`config.mk`:
```
export PLATFORM = sky130hd
export DESIGN_NAME = sbox_share_arbiter
export DESIGN_NICKNAME = d
export VERILOG_FILES = /design/src/rtl/sbox_share_arbiter.sv
export SDC_FILE = /design/constraint.sdc
export NUM_CORES = 1
export LEC_CHECK = 0
export ABC_AREA = 0
export BUFFER_PORTS_ARGS = -buffer_cell sky130_fd_sc_hd__buf_4
export CORE_MARGIN = 5
export CORE_UTILIZATION = 47
export CTS_CLUSTER_DIAMETER = 50
export DETAILED_ROUTE_END_ITERATION = 8
export GPL_TIMING_DRIVEN = 1
export HOLD_SLACK_MARGIN = 0.12
export PLACE_DENSITY = 0.9
export SYNTH_ARGS = -nofsm -noshare
export SYNTH_HDL_FRONTEND = slang
export SYNTH_SLANG_ARGS = --single-unit
export TNS_END_PERCENT = 10
```
`constraint.sdc`:
```
create_clock -name clk -period 6.7 [get_ports clk]
set_input_delay 0 -clock clk [delete_from_list [all_inputs] [get_ports clk]]
set_output_delay 0 -clock clk [all_outputs]
set_load 0.005 [all_outputs]
```
`src/rtl/sbox_share_arbiter.sv`:
```
// rtl/sbox_share_arbiter.sv - round-robin arbiter with burst lock sharing one S-box datapath
module sbox_share_arbiter #(
    parameter int NUM_REQ          = 4,
    parameter int SBOX_INPUT_WIDTH = 8,
    parameter int TAG_W            = 2
) (
    input  logic                                 clk,
    input  logic                                 rst,
    input  logic                                 flush,
    input  logic [NUM_REQ-1:0]                   req_valid,
    input  logic [NUM_REQ-1:0]                   req_lock,
    input  logic [NUM_REQ*SBOX_INPUT_WIDTH-1:0]  req_data,
    output logic [NUM_REQ-1:0]                   req_ready,
    output logic [SBOX_INPUT_WIDTH-1:0]          sbox_in,
    input  logic [SBOX_INPUT_WIDTH-1:0]          sbox_out,
    output logic [NUM_REQ-1:0]                   rsp_valid,
    output logic [SBOX_INPUT_WIDTH-1:0]          rsp_data,
    output logic                                 busy
);

    typedef enum logic {ST_ARB, ST_LOCKED} state_t;

    state_t                      state_q, state_d;
    logic [TAG_W-1:0]            ptr_q, ptr_d;
    logic [TAG_W-1:0]            owner_q, owner_d;
    logic [TAG_W-1:0]            gnt_idx;
    logic [TAG_W-1:0]            cand;
    logic                        gnt_any;
    logic [SBOX_INPUT_WIDTH-1:0] gnt_byte;
    int                          scan;

    logic                        s1_valid;
    logic [TAG_W-1:0]            s1_tag;
    logic [NUM_REQ-1:0]          s1_onehot;

    always_comb begin
        gnt_any  = 1'b0;
        gnt_idx  = '0;
        cand     = '0;
        scan     = 0;
        gnt_byte = '0;
        req_ready = '0;
        state_d  = state_q;
        ptr_d    = ptr_q;
        owner_d  = owner_q;

        // Scan downward so the candidate closest to the pointer is the last one kept.
        if (state_q == ST_ARB) begin
            for (int k = NUM_REQ - 1; k >= 0; k--) begin
                scan = int'(ptr_q) + k;
                if (scan >= NUM_REQ) scan = scan - NUM_REQ;
                cand = TAG_W'(scan);
                if (req_valid[cand]) begin
                    gnt_any = 1'b1;
                    gnt_idx = cand;
                end
            end
        end else if (req_valid[owner_q]) begin
            gnt_any = 1'b1;
            gnt_idx = owner_q;
        end

        if (rst || flush) gnt_any = 1'b0;
        if (gnt_any) req_ready[gnt_idx] = 1'b1;

        for (int i = 0; i < NUM_REQ; i++) begin
            if (gnt_idx == TAG_W'(i)) gnt_byte = req_data[i*SBOX_INPUT_WIDTH +: SBOX_INPUT_WIDTH];
        end

        case (state_q)
            ST_ARB: begin
                if (gnt_any) begin
                    ptr_d = (gnt_idx == TAG_W'(NUM_REQ - 1)) ? '0 : gnt_idx + 1'b1;
                    if (req_lock[gnt_idx]) begin
                        state_d = ST_LOCKED;
                        owner_d = gnt_idx;
                    end
                end
            end
            ST_LOCKED: begin
                // Owner may idle with the lock held; dropping lock releases it whether or not it hands over a last beat.
                if (!req_lock[owner_q] && (gnt_any || !req_valid[owner_q])) state_d = ST_ARB;
            end
            default: state_d = ST_ARB;
        endcase

        if (flush) state_d = ST_ARB;
    end

    assign s1_onehot = {{(NUM_REQ-1){1'b0}}, 1'b1} << s1_tag;

    always_ff @(posedge clk) begin
        if (rst) begin
            state_q   <= ST_ARB;
            ptr_q     <= '0;
            owner_q   <= '0;
            s1_valid  <= 1'b0;
            s1_tag    <= '0;
            sbox_in   <= '0;
            rsp_valid <= '0;
            rsp_data  <= '0;
        end else begin
            state_q  <= state_d;
            ptr_q    <= ptr_d;
            owner_q  <= owner_d;
            s1_valid <= gnt_any;
            if (gnt_any) begin
                sbox_in <= gnt_byte;
                s1_tag  <= gnt_idx;
            end
            if (s1_valid && !flush) begin
                rsp_valid <= s1_onehot;
                rsp_data  <= sbox_out;
            end else begin
                rsp_valid <= '0;
            end
        end
    end

    assign busy = s1_valid | (|rsp_valid) | (state_q == ST_LOCKED);

endmodule
```
After elaboration in Yosys (flattened, before gate mapping) --
Cells that the tools add are included.
Storage, ports and cells: register bits 28, input bits 51, output and inout port bits 25, word-level logic and storage cells 96
Operators by class: $add $sub $neg 8, $lt $le $gt $ge 11, equality and inequality tests 3, shift operators 1, mux-type cells 47, bitwise gates (word level) 4, reductions and logical operators 14
Operators with widths (number):
- $mux 8 | 4
- $mux 2 | 15
- $lt 2x3->1 const B | 6
- $mux 1 | 18
- $bmux 1 s2 | 7
- $ge 3x3->1 const B | 3
- $sub 2x1->2 const B | 4
- $add 2x2->3 const B | 2
- $eq 2x2->1 const B | 2
- $mux 4 | 1
- $reduce_or 2->1 | 2
- $reduce_or 4->1 | 1
- $shl 1x2->4 const A | 1
- $add 2x1->3 const B | 1
- $ge 2x3->1 const B | 1
- $logic_and 1x1->1 | 3
- $logic_not 1->1 | 3
- $reduce_and 3->1 | 1
- $add 2x1->2 const B | 1
- $demux 1 s2 | 1
- $eq 2x1->1 const B | 1
- $ge 2x1->1 const B | 1
- $logic_not 2->1 | 1
- $logic_or 1x1->1 | 2
- 4 further kinds | 6

Logic depth before layout (Yosys ltp) --
Gate-level depths: netlist of the first run.
word-level depth 16, gate-level depth with buffers 13

Least setup slack after synthesis of the first run --
OpenSTA, ideal clock, no wires.
path kind register to register, from register ptr_q[1], to register sbox_in[0], library setup time 86 ps, data arrival time 2373 ps, required time 6614 ps, path slack 4242 ps, stages on the path, launching flop included 13, buffers on the path 2, path through dfxtp_1 buf_6 or4b_1 o31ai_1 o21ai_1 and2_2 inv_1 ha_1 clkbuf_1 a221oi_1 nor3_1 a21oi_1 a211oi_1
On the way: word-level cells in the longest chain between the ends 16, elaborated cells on any way between the ends 46
Ends and longest elaborated chain:
- from (decl) | line 24 | logic [TAG_W-1:0] ptr_q, ptr_d;
- from (signal assigned) | line 104 | ptr_q <= ptr_d;
- $add 2x2->3 | line 50 | scan = int'(ptr_q) + k;
- $ge 3x3->1 / $sub 2x1->2 (equally long branches) | line 51 | if (scan >= NUM_REQ) scan = scan - NUM_REQ;
- $mux 2 | line 51
- $mux 2 | line 48 | if (state_q == ST_ARB) begin
- $bmux 1 s2 | line 53 | if (req_valid[cand]) begin
- $mux 1 (not written as such) | line 53
- $mux 2 (3 in series) | line 53
- $mux 2 * | line 53
- $mux 2 * | line 48
- via gnt_idx[1] | line 26 | logic [TAG_W-1:0] gnt_idx;
- $logic_not 2->1 | line 67 | if (gnt_idx == TAG_W'(i)) gnt_byte = req_data[i*SBOX_INPUT_WIDTH +: SBOX_INPUT_WIDTH];
- $mux 8 (3 in series) | line 67
- $mux 8 * | line 67
- to (signal assigned) | line 108 | sbox_in <= gnt_byte;
- to (decl) | line 14 | output logic [SBOX_INPUT_WIDTH-1:0] sbox_in,
Mark *: on every way through the listed nets, which the timed path passes. The rest lies on a longest branch. The select of a mux whose other input is x is not followed. A chain may end at the register's enable or synchronous reset.

Worst setup path after layout of the first run --
from register state_q, to register sbox_in[3]
On the way: word-level cells in the longest chain between the ends 6, elaborated cells on any way between the ends 11
Ends and longest elaborated chain:
- from (decl) | line 23 | state_t state_q, state_d;
- from (signal assigned) | line 103 | state_q <= state_d;
- $mux 2 | line 48
- $logic_not 2->1 | line 67
- $mux 8 (4 in series) | line 67
Several ways; a longest one is shown, not always the timed one.

==> impl_summary.md, run 1 <==
Outcome
The run finished with clean final reports.

Power
The maximum VDD drop is 0.000103 V. The fraction of power consumed by the clock network is 17.9%. The switching part of the total is 32.2%. Per report_power, the combinational group accounts for 40.0% of the total. The total power divided by cell area is 172 nW/um^2. The leakage dissipation is 1.13 nW. Of the total power, registers draw 42.1%.

The switching power summed over all nets is 146 uW. The internal portion of the total power is 308 uW.

Timing
The final critical path takes up 52.2% of the cycle. At the pin with the least slew margin, the transition time is 0.635 ns. The hold violation total from the final report came to 0. Hold is met by 0.128 ns. Setup repair after global routing left no endpoint under its margin. The minimum period implied by the final worst setup slack is 3.50 ns.

Setup violations remaining at the end of the flow were counted as 0. The maximum clock skew at final layout is 0.00280 ns. The count of pins over their slew limit is 0.

The relative slew slack is 57.3%. The setup TNS is 0 ns. Timing would allow up to 286 MHz.

Clocking
The number of setup buffers added after CTS is 0. No sink is reached through more buffers than the 2 on the longest clock path. The clock tree from TritonCTS is built. The count of H-tree levels built during CTS is 1. The insertion delay to the later sink of the worst-skew pair is 0.32 ns. In this run, CTS created clock tree buffers numbering 3. The total number of clock tree sinks is 28.

Clock-pin slew was measured on the worst setup and hold paths at 0.15 ns. The tree is rooted in a sky130_fd_sc_hd__clkbuf_4. The post-cts sizing count is 0.

GRT
The first global-routing pass estimated 8420 um of wire. The initial antenna violation count is 0. The number of global-route vias before repair came to 1891. The total congestion overflow after global routing is 0. In the global route stage, overall resource usage came out at 20.7%. Entering global routing, the biggest net connects 31 pins.

Routing
Once detail routing completed, the nets flagged for antenna violations numbered 0. Dividing the detail-routed wire length by the instance count gives 14.3 um. After detailed routing, the number of remaining DRC violations is 0.

Using the TritonRoute via totals, the vias-per-cell ratio works out to 5.45. The total number of vias is 1920. For this block, the initial DRC count from the detailed router was 101. The wire length reported by the detailed router is 5050 um. The number of detailed-routing iterations run before antenna repair is 4.

Layout
The repair_antennas step left the layout with diodes totalling 0. The multi-input combinational cells in the finished layout cover a total of 983 um^2. The library cell used most frequently in the layout, excluding fill and tap cells, is sky130_fd_sc_hd__buf_4. The finished cells cover 2640 um^2. The library cells used most frequently in the layout, excluding fill and tap cells, are 76 x sky130_fd_sc_hd__buf_4, 41 x sky130_fd_sc_hd__dlygate4sd3_1, 28 x sky130_fd_sc_hd__dfxtp_1, 24 x sky130_fd_sc_hd__nand2_1, 22 x sky130_fd_sc_hd__a21oi_1. In the final layout, the share of cells above drive strength 1 is 30.7%. Relative to the synthesized area, the layout overhead comes to 60.5%.

Registers take 561 um^2. The filler cells instantiated in the layout total 232. For this run, the post-layout net count is 362.

Logic synthesis
The count of synthesis-stage warnings from yosys is 0. The area fraction in compound gates after synthesis is 24.3%. The most common flop cell mapped by yosys is sky130_fd_sc_hd__dfxtp_1. The post-synthesis register bit count is 28. The summed instance area of the synthesized netlist is 1650 um^2.

By area, the combinational part of the netlist is dominated by simple AND/OR/NAND/NOR gates. For this run, asynchronously set or reset flops after synthesis account for 0%. The post-synthesis share of cell area spent on full adders, half adders and majority gates is 3.04%.

The proportion of synthesized chip area in sequential cells is 34.1%. The multiplexer share of the synthesized area is 4.26%. A synthesized cell averages 8.27 um^2. After Yosys synthesis, and, or, nand and nor cells account for 28.2% of the synthesized area. The cell count after synthesis came out at 199.

The number of enable-type register cells in the synthesized netlist is 0. The count of distinct cell types in the synthesized netlist is 47. Of the total synthesized cell area, the portion taken by XOR and XNOR cells is 0%. The synthesized netlist net count is 254.

Critical path
The critical path class is reg -> reg. The highest net fanout along the worst path is 14. The type of element launching the critical path is a flip-flop. For flop-to-flop paths, the worst setup slack is 3.20 ns. The worst register-to-register path begins at state_q.

The worst setup path is captured at a flip-flop. The number of cells on the worst reg-to-reg path is 11. For the worst setup path, the data required time is 6.98 ns. STA puts the critical path data arrival time at 3.77 ns.

The reg-to-reg endpoint is sbox_in[3].

Floorplan
The full die area is 4780 um^2. The starting utilization of the core area is 48.9%. The initialized floorplan defines 21 standard-cell rows. The core region is 3360 um^2.

In this run the vertical extent of the chip is 69.2 um. The top-level port count is 76. In this run the horizontal extent of the chip is 69.2 um.

Hold path
The path with the worst hold slack has its endpoint at owner_q[1]. The type of the most critical hold path is in -> reg. The worst hold path startpoint is req_lock[2]. The worst hold path was traced through 4 stages.

Place
Detailed placement ended at an HPWL of 3200 um. Routability-driven placement finished with a final weighted congestion of 0.838. Port buffering added 75 buffers. In this run the cell area measured after placement is 2190 um^2.

Run
The tool flagged a number of max-cap violations equal to 0.
==> cells by family (layout without fill, tap and decap cells) <==
| kind of cell | after synthesis | after routing |
|---|---|---|
| adder cells (fa/ha/maj) | 4 | 4 |
| buffers and inverters | 20 | 127 |
| AND/OR/NAND/NOR | 87 | 87 |
| flip-flops | 28 | 28 |
| AO/OA/AOI/OAI | 56 | 56 |
| multiplexers | 4 | 4 |
==> power by group through the flow <==
stage | clock, mW | sequential, mW | combinational (mW)
finish | 0.0812 | 0.191 | 0.181
global route | 0.0921 | 0.193 | 0.201
CTS | 0.0822 | 0.190 | 0.178
detailed placement | 0 | 0.194 | 0.159
global placement | 0 | 0.193 | 0.156
floorplan | 0 | 0.190 | 0.108
==> registers in the layout, indices dropped and copies added, names as in the netlist <==
name       count
rsp_data       8
s1_valid       1
state_q        1
sbox_in        8
s1_tag         2
rsp_valid      4
ptr_q          2
owner_q        2
==> layer usage <==
metal | vias up | routed length [um] | global-route usage [%]
met4 | 0 | 151 | 8.89
li1 | 940 | - | -
met2 | 83 | 2490 | 34.6
met3 | 14 | 349 | 5.38
met1 | 883 | 2060 | 24.9
met5 | - | 0 | 0
==> worst max-delay path by stage <==
stage | startpoint | to
6_report | state_q | sbox_in[3]
5_1_grt | state_q | sbox_in[1]
4_1_cts | state_q | sbox_in[0]
3_5_place_dp | state_q | sbox_in[2]
3_3_place_gp | state_q | sbox_in[5]
2_1_floorplan | ptr_q[1] | sbox_in[0]
==> what timing repair did <==
item	CTS	global route
hold endpoints to repair	26	0
hold buffers	41	0
endpoints found under the setup margin	0	0
==> critical path, cell delays in order, from the launching register on <==
cell and delay [ns]:
sky130_fd_sc_hd__dfxtp_1 0.47, sky130_fd_sc_hd__or4b_1 0.52, sky130_fd_sc_hd__o31ai_1 0.08, sky130_fd_sc_hd__o21ai_1 0.15, sky130_fd_sc_hd__and2_2 0.24, sky130_fd_sc_hd__ha_1 0.31, sky130_fd_sc_hd__nor2b_1 0.43, sky130_fd_sc_hd__a221oi_1 0.15
sky130_fd_sc_hd__nor3_1 0.20, sky130_fd_sc_hd__a21oi_1 0.07, sky130_fd_sc_hd__a211oi_1 0.27, sky130_fd_sc_hd__dlygate4sd3_1 0.57
==> cells in the mapped netlist, drive strengths merged, types with 4 or more instances <==
cell,number,area (um^2)
and2,5,32.5
ha,4,50.1
nand3,4,32.5
o21ai,5,28.8
inv,6,22.5
nor3,9,50.1
clkbuf,11,51.3
a221oi,9,96.4
a21oi,22,110
nor2b,9,56.3
a211oi,10,75.1
nor2,20,75.1
dfxtp,28,561
nand2,24,90.1
nor4,4,31.3
==> per-stage QoR <==
| step | worst slack, ns | utilization [%] | instances | power, mW |
|---|---|---|---|---|
| final | 3.20 | 78.5 | 352 | 0.453 |
| after global routing | 2.90 | 78.5 | 352 | 0.487 |
| after CTS | 3.29 | 78.5 | 352 | 0.451 |
| after detailed placement | 3.86 | 65.3 | 307 | 0.353 |
| after global placement | 3.97 | 65.3 | 307 | 0.350 |
| after floorplan | 4.24 | - | 199 | 0.298 |
==> final cells by class <==
class	instances	share of cell area, %
clock buffer	4	1.37
inverter	6	0.853
multi-input combinational	151	37.2
sequential	28	21.2
tap	46	2.18
timing repair buffer	117	37.1
Note: power is estimated with default switching activity, not from simulation.
==> inputs of run 2 (changes only) <==
CORE_UTILIZATION = 42   (was 47)
PLACE_DENSITY = 0.86   (was 0.9)
clock period = 3.05 ns   (was 6.7 ns; I/O delays follow)
==> run 2 against run 1 <==
Die area increased by 10%. Sequential cell count is the same. Maximum frequency increased by 27%. Global-route usage fell by 3.7 points. Sequential power is 120% higher. First-iteration DRC count decreased by 21%. Hold slack lost 0.0023 ns. Critical path type unchanged. Largest power group unchanged.
==> impl_summary.md, run 2 (synthesis gave the netlist of run 1 again) <==
Outcome
The run finished with clean final reports.

Timing
Setup repair after global routing left no endpoint under its margin. The number of setup violations in the final report is 0. The hold violation total from the final report is 0. Of the available clock period, the critical path in the final layout requires 90.6%. For this run, the top clock speed supported by timing is 362 MHz. Across all hold checks on the routed design, the worst slack comes to 0.126 ns. The minimum period implied by the final worst setup slack is 2.76 ns.

The actual transition at the worst max-transition pin is 0.590 ns. The count of pins over their slew limit is 0. The relative slew slack is 60.6%. For the final database, setup skew stands at 0.00271 ns. The setup TNS is 0 ns.

Place
The count of placed standard cells including taps is 311. The placed wire-length estimate after detailed placement is 3440 um. The congestion estimate from routability-driven global placement came to 0.873. The post-placement cell area is 2210 um^2. The number of I/O port buffers is 75.

GRT
After global routing the overflow that remains totals 0. After global routing, the most crowded layer is met2. The wire length of the first global-routing pass is 7510 um. The maximum number of pins on one net before global-route repair is 31. In the global route stage, met3 resource usage came out at 2.75%. The all-layer global routing usage is 17.0%. The met2 track demand over resource in global routing is 29.4%.

The number of global-route vias before repair was 1744. The fraction of met1 tracks used by global routing is 21.2%. The initial antenna violation count is 0.

Hold path
The type of the most critical hold path is in -> reg. The worst hold path startpoint is req_data[24].

Critical path
The critical path is of the reg -> reg type. The slowest stage of the critical path is the sky130_fd_sc_hd__or4b_1 cell. Traced cell by cell, the critical path runs through or4b_1 > o31ai_1 > o21ai_1 > and2_2 > ha_1 > nor2b_1 > a221oi_1 > nor3_1 > a21oi_1 > a211oi_1. In this run the number of cells on the critical path is 10. In this run the worst setup path begins at ptr_q[1].

The critical path ends at sbox_in[4]. STA puts the critical path data arrival time at 2.94 ns. The critical path endpoint category is a flip-flop.

The number of cells on the worst reg-to-reg path is 10. The worst register-to-register path has a setup slack of 0.29 ns. The largest single stage delay on the critical path is 0.53 ns. Broken down by cell family, the worst path's largest delay share belongs to simple AND/OR/NAND/NOR gates. The sum of buffers and inverters on the critical path is 0.

In this run the worst path has a maximum fanout of 8. In this run the critical register-to-register path is captured at sbox_in[4]. The type of element launching the critical path is a flip-flop. The required arrival time at the worst endpoint is 3.22 ns. The worst register-to-register path begins at ptr_q[1].

Routing
The post-detailed-route count of antenna-violating nets is 0. The detail-routed via count per cell is 5.34. In the final routed layout, each cell accounts on average for 13.8 um. The detailed router finished its first iteration with 80 violations. Summed over all layers, the routed wires come to 4610 um. The total number of vias is 1782. The residual DRC count is 0.

The number of detailed-routing iterations run before antenna repair is 4.

Power
The leakage dissipation is 1.05 nW. Power comes to 1.02 mW. Power spread over the standard cell area amounts to 416 nW/um^2. IR analysis of the VDD net gives a maximum drop of 0.000262 V.

Clocking
The total number of clock tree sinks is 28. In this run the clock root is driven by a sky130_fd_sc_hd__clkbuf_8. The count of H-tree levels built during CTS is 1. The clock tree from TritonCTS is built.

After clock tree synthesis, the clock-pin slew on the worst setup and hold paths is 0.09 ns. Buffers inserted during clock tree synthesis total 3. The worst-case clock buffer depth is 2. The insertion delay to the later sink of the worst-skew pair is 0.26 ns.

Layout
The area added between synthesis and finish is 49.4%. In the layout the commonest cells are 78 x sky130_fd_sc_hd__buf_4, 27 x sky130_fd_sc_hd__dfxtp_1, 24 x sky130_fd_sc_hd__nand2_1, 22 x sky130_fd_sc_hd__a21oi_1, 20 x sky130_fd_sc_hd__nor2_1. Fill cells in the final layout number 329. In the final layout, the registers with the most flip-flops are rsp_data x8, sbox_in x8, rsp_valid x4. The number of diodes is 0.

Of the cells placed in the final design, the portion with a size suffix greater than 1 is 33.9%. In the final design database the tool counted 342 nets. After routing the design area is 2460 um^2. The finished layout holds 334 standard cells, fillers aside. The library cell used most frequently in the layout, excluding fill and tap cells, is sky130_fd_sc_hd__buf_4.

Floorplan
The die covers 5270 um^2. The floorplan die width is 72.6 um. Row generation in the floorplan step produced 22 rows. During I/O placement, the number of pins put on the boundary was 76.

The starting utilization of the core area is 44.3%. The placeable core region is 3720 um^2. The floorplan die height is 72.6 um.

Run
The max-cap violation count is 0.
run 2: how the worst min path moves through the flow:
stage / end / slack (ns) / cells after the start
after floorplan: rsp_data[0] / 0.14 / 2
after global placement: rsp_data[2] / 0.25 / 3
after detailed placement: rsp_data[5] / 0.26 / 3
after CTS: owner_q[0] / 0.13 / 4
after global routing: sbox_in[0] / 0.14 / 3
final: sbox_in[0] / 0.13 / 3
run 2: report_power, final:
part | internal (mW) | switching (mW)
Sequential | 0.391 | 0.0279
Combinational | 0.196 | 0.183
Clock | 0.115 | 0.109
Total | 0.703 | 0.319
run 2: stage by stage:
step | worst slack [ns] | utilization (%)
6_report | 0.287 | 66.2
5_1_grt | 0.0263 | 66.2
4_1_cts | 0.240 | 66.1
3_5_place_dp | 0.273 | 59.5
3_3_place_gp | 0.359 | 59.5
2_1_floorplan | 0.592 | -
run 2: tightest hold or removal path, stage by stage:
cell	delay, ns
sky130_fd_sc_hd__buf_4	0.11
sky130_fd_sc_hd__a21oi_1	0.16
sky130_fd_sc_hd__a211oi_1	0.09
run 2: final cells by class:
type / count / area [um^2] / share of cell area [%]
clock buffers: 4 / 55.1 / 2.24
inverters: 6 / 22.5 / 0.916
multi-input cells: 151 / 983 / 40.0
flip-flops and latches: 28 / 562 / 22.8
well taps: 48 / 60.1 / 2.44
repair buffers: 97 / 776 / 31.6
run 2: per-layer routing:
layer | wire (um) | vias to the layer above | part of all wire [%]
met1 | 1920 | 785 | 42
met2 | 2180 | 82 | 47
met5 | 0 | - | 0
met4 | 129 | 0 | 2.8
li1 | - | 903 | -
met3 | 375 | 12 | 8.1
run 2: repair_timing:
action                     CTS  global route
hold endpoints to repair    17             0
setup endpoints to repair    0             4
setup buffers                0             0
hold buffers                19             0
gates resized for setup      0             2
==> inputs of run 3 (changes only) <==
ABC_CLOCK_PERIOD_IN_PS = 3050   (was default)
CORE_UTILIZATION = 30   (was 42)
PLACE_DENSITY = 0.68   (was 0.86)
==> run 3 against run 2 <==
Sequential cell count did not move. Via count fell by 1.1%. Cell count rose by 9.3%. Critical path depth did not move. Design area rose by 4.8%. Maximum frequency rose by 1.2%. Critical path type unchanged. Largest cell class unchanged. Largest power group unchanged.
==> impl_summary.md, run 3 (synthesis gave the netlist of run 1 again) <==
Outcome
The run finished with clean final reports.

Routing
The count of nets left with antenna violations once routing finished came out at 0. The average wire length per cell after detail routing is 12.7 um. Dividing the detail-routed via count by the number of cells gives 4.83. In the routed design, unresolved DRC markers number 0. Wires add up to 4640 um.

The routed layout has 1762 vias. The starting DRC count in detailed routing is 92. For this run, the detailed router's first-pass iteration total came to 4.

Timing
The worst path in the final design needs a cycle of 2.73 ns, including I/O delays and setup. On the final layout, the worst hold slack is 0.181 ns. The hold violation total from the final report was 0. Derived from the worst setup path, the maximum achievable clock frequency is 366 MHz. Setup slack closes at 0.320 ns. In the final timing run, aggregate negative setup slack is 0 ns. The count of pins over their slew limit is 0. The fraction of the cycle the final worst path needs is 89.5%. The number of setup violations in the final report is 0. Between clock sinks in the finished design, the worst skew comes to 0.00216 ns. At the pin with the least slew margin, the transition time is 0.604 ns.

Setup repair after global routing left no endpoint under its margin. The relative slew slack is 59.4%.

Layout
From synthesis to final layout, the design area changed by 56.6%. The largest registers in the layout are rsp_data x8, sbox_in x8, rsp_valid x4. The post-layout net count is 349. The most common library cell in the layout ignoring fill and taps is sky130_fd_sc_hd__buf_4. Cells with a size suffix above 1 make up 33.1% of the layout. The number of diodes is 0. The post-route standard cell area excluding fillers is 2580 um^2. The library cells used most frequently in the layout, excluding fill and tap cells, are 78 x sky130_fd_sc_hd__buf_4, 28 x sky130_fd_sc_hd__dfxtp_1, 26 x sky130_fd_sc_hd__dlygate4sd3_1, 24 x sky130_fd_sc_hd__nand2_1, 22 x sky130_fd_sc_hd__a21oi_1. The register area is 561 um^2. The final cell utilization of the core is 47.7%. The final cell count without fillers is 365. The multi-input combinational cells in the finished layout cover a total of 986 um^2.

The final-layout fill cell count is 534.

Place
After legalization and detailed placement, the total HPWL measured 3400 um. The count of placed standard cells including taps is 335. Port buffering added 75 buffers. Routability-driven placement finished with a final weighted congestion of 0.832. The post-placement cell area is 2240 um^2.

The post-placement worst setup slack is 0.270 ns.

Critical path
The type of element launching the critical path is a flip-flop. At the worst endpoint, the required time is 3.25 ns. The worst endpoint data arrival time is 2.93 ns. Of all nets on the critical path, the largest fanout is 17.

By startpoint and endpoint, the worst setup path is classified as reg -> reg. In this run the register-to-register setup slack is 0.32 ns. The critical path endpoint category is a flip-flop.

Power
For this design the ratio of total power to cell area is 424 nW/um^2. Power comes to 1.09 mW. The maximum VDD drop is 0.000201 V.

For this design the static power due to leakage is 1.10 nW.

Clocking
The later pin in the worst-skew pair is clocked with a latency of 0.27 ns. The number of setup buffers added after CTS is 0. Clock tree synthesis selected as its root buffer the cell sky130_fd_sc_hd__clkbuf_8. Clock-pin slew was measured on the worst setup and hold paths at 0.10 ns.

The worst-case clock buffer depth is 2. CTS built an H-tree with a depth of 1. In this run, CTS created clock tree buffers numbering 3.

The clock drives 28 sinks. TritonCTS built the clock tree.

GRT
The wire length of the first global-routing pass is 8010 um. Summed over all layers, the global routing overflow is 0. The number of global-route vias before repair is 1718.

Global routing used 13.2% of the available tracks. The maximum number of pins on one net before global-route repair is 31. The initial antenna violation count came to 0.

Floorplan
The floorplan step set the die height to 84.1 um. The region available for standard cell placement spans 5410 um^2. For this design the top-level I/O count stands at 76. The row count is 27. The starting utilization of the core area is 30.4%.

From left edge to right edge, the die measures 84.1 um. The full die area is 7070 um^2.

Hold path
The tightest min-delay check is of the in -> reg type.

Run
The max-cap violation count is 0.
-- run 3: changes by cell type in the layout (fill, tap and decap cells not counted), sizes merged --
cell         change
bufinv           +1
clkbuf           -1
dlygate4sd3      +7
-- run 3: critical path, stage by stage, from the launching register on --
cell and delay [ns]:
sky130_fd_sc_hd__dfxtp_1 0.49, sky130_fd_sc_hd__mux2_4 0.34, sky130_fd_sc_hd__a221oi_4 0.33, sky130_fd_sc_hd__o211ai_2 0.17
sky130_fd_sc_hd__nand3_4 0.13, sky130_fd_sc_hd__inv_2 0.09, sky130_fd_sc_hd__ha_1 0.37, sky130_fd_sc_hd__nor2b_1 0.20
sky130_fd_sc_hd__nor3_1 0.23, sky130_fd_sc_hd__a21oi_1 0.07, sky130_fd_sc_hd__a211oi_1 0.22
-- run 3: timing repair --
| item | in CTS | in global routing |
|---|---|---|
| hold endpoints to repair | 20 | 0 |
| setup endpoints to repair | 0 | 5 |
| resized for setup | 0 | 1 |
| hold buffers | 26 | 0 |
-- run 3: routing by layer --
| metal | global-route usage, % | vias to the layer above | wire length [um] |
|---|---|---|---|
| met1 | 16.6 | 792 | 2060 |
| met2 | 22.7 | 54 | 2230 |
| met5 | 0 | - | 0 |
| li1 | - | 914 | - |
| met3 | 4.24 | 2 | 330 |
| met4 | 1.32 | 0 | 24 |
-- run 3: worst paths after layout --
path | startpoint | to | depth (start not counted)
hold reg to reg | rsp_data[4] | rsp_data[4] | 2
hold / removal | req_lock[2] | owner_q[1] | 4
setup reg to reg | ptr_q[1] | sbox_in[2] | 10
setup / recovery | ptr_q[1] | sbox_in[2] | 10
-- run 3: power by group --
group	leakage, nW	switching [mW]	internal [mW]
logic	0.834	0.181	0.202
registers	0.229	0.0274	0.391
clock network	0.0357	0.115	0.176
-- run 3: cell type report --
cell class              count  share of cell area, %
repair buffers            104                   32.8
multi-input cells         151                   38.3
inverters                   6                  0.874
clock buffers               3                   1.60
clock inverters             1                   1.17
flip-flops and latches     28                   21.8
well taps                  72                   3.50
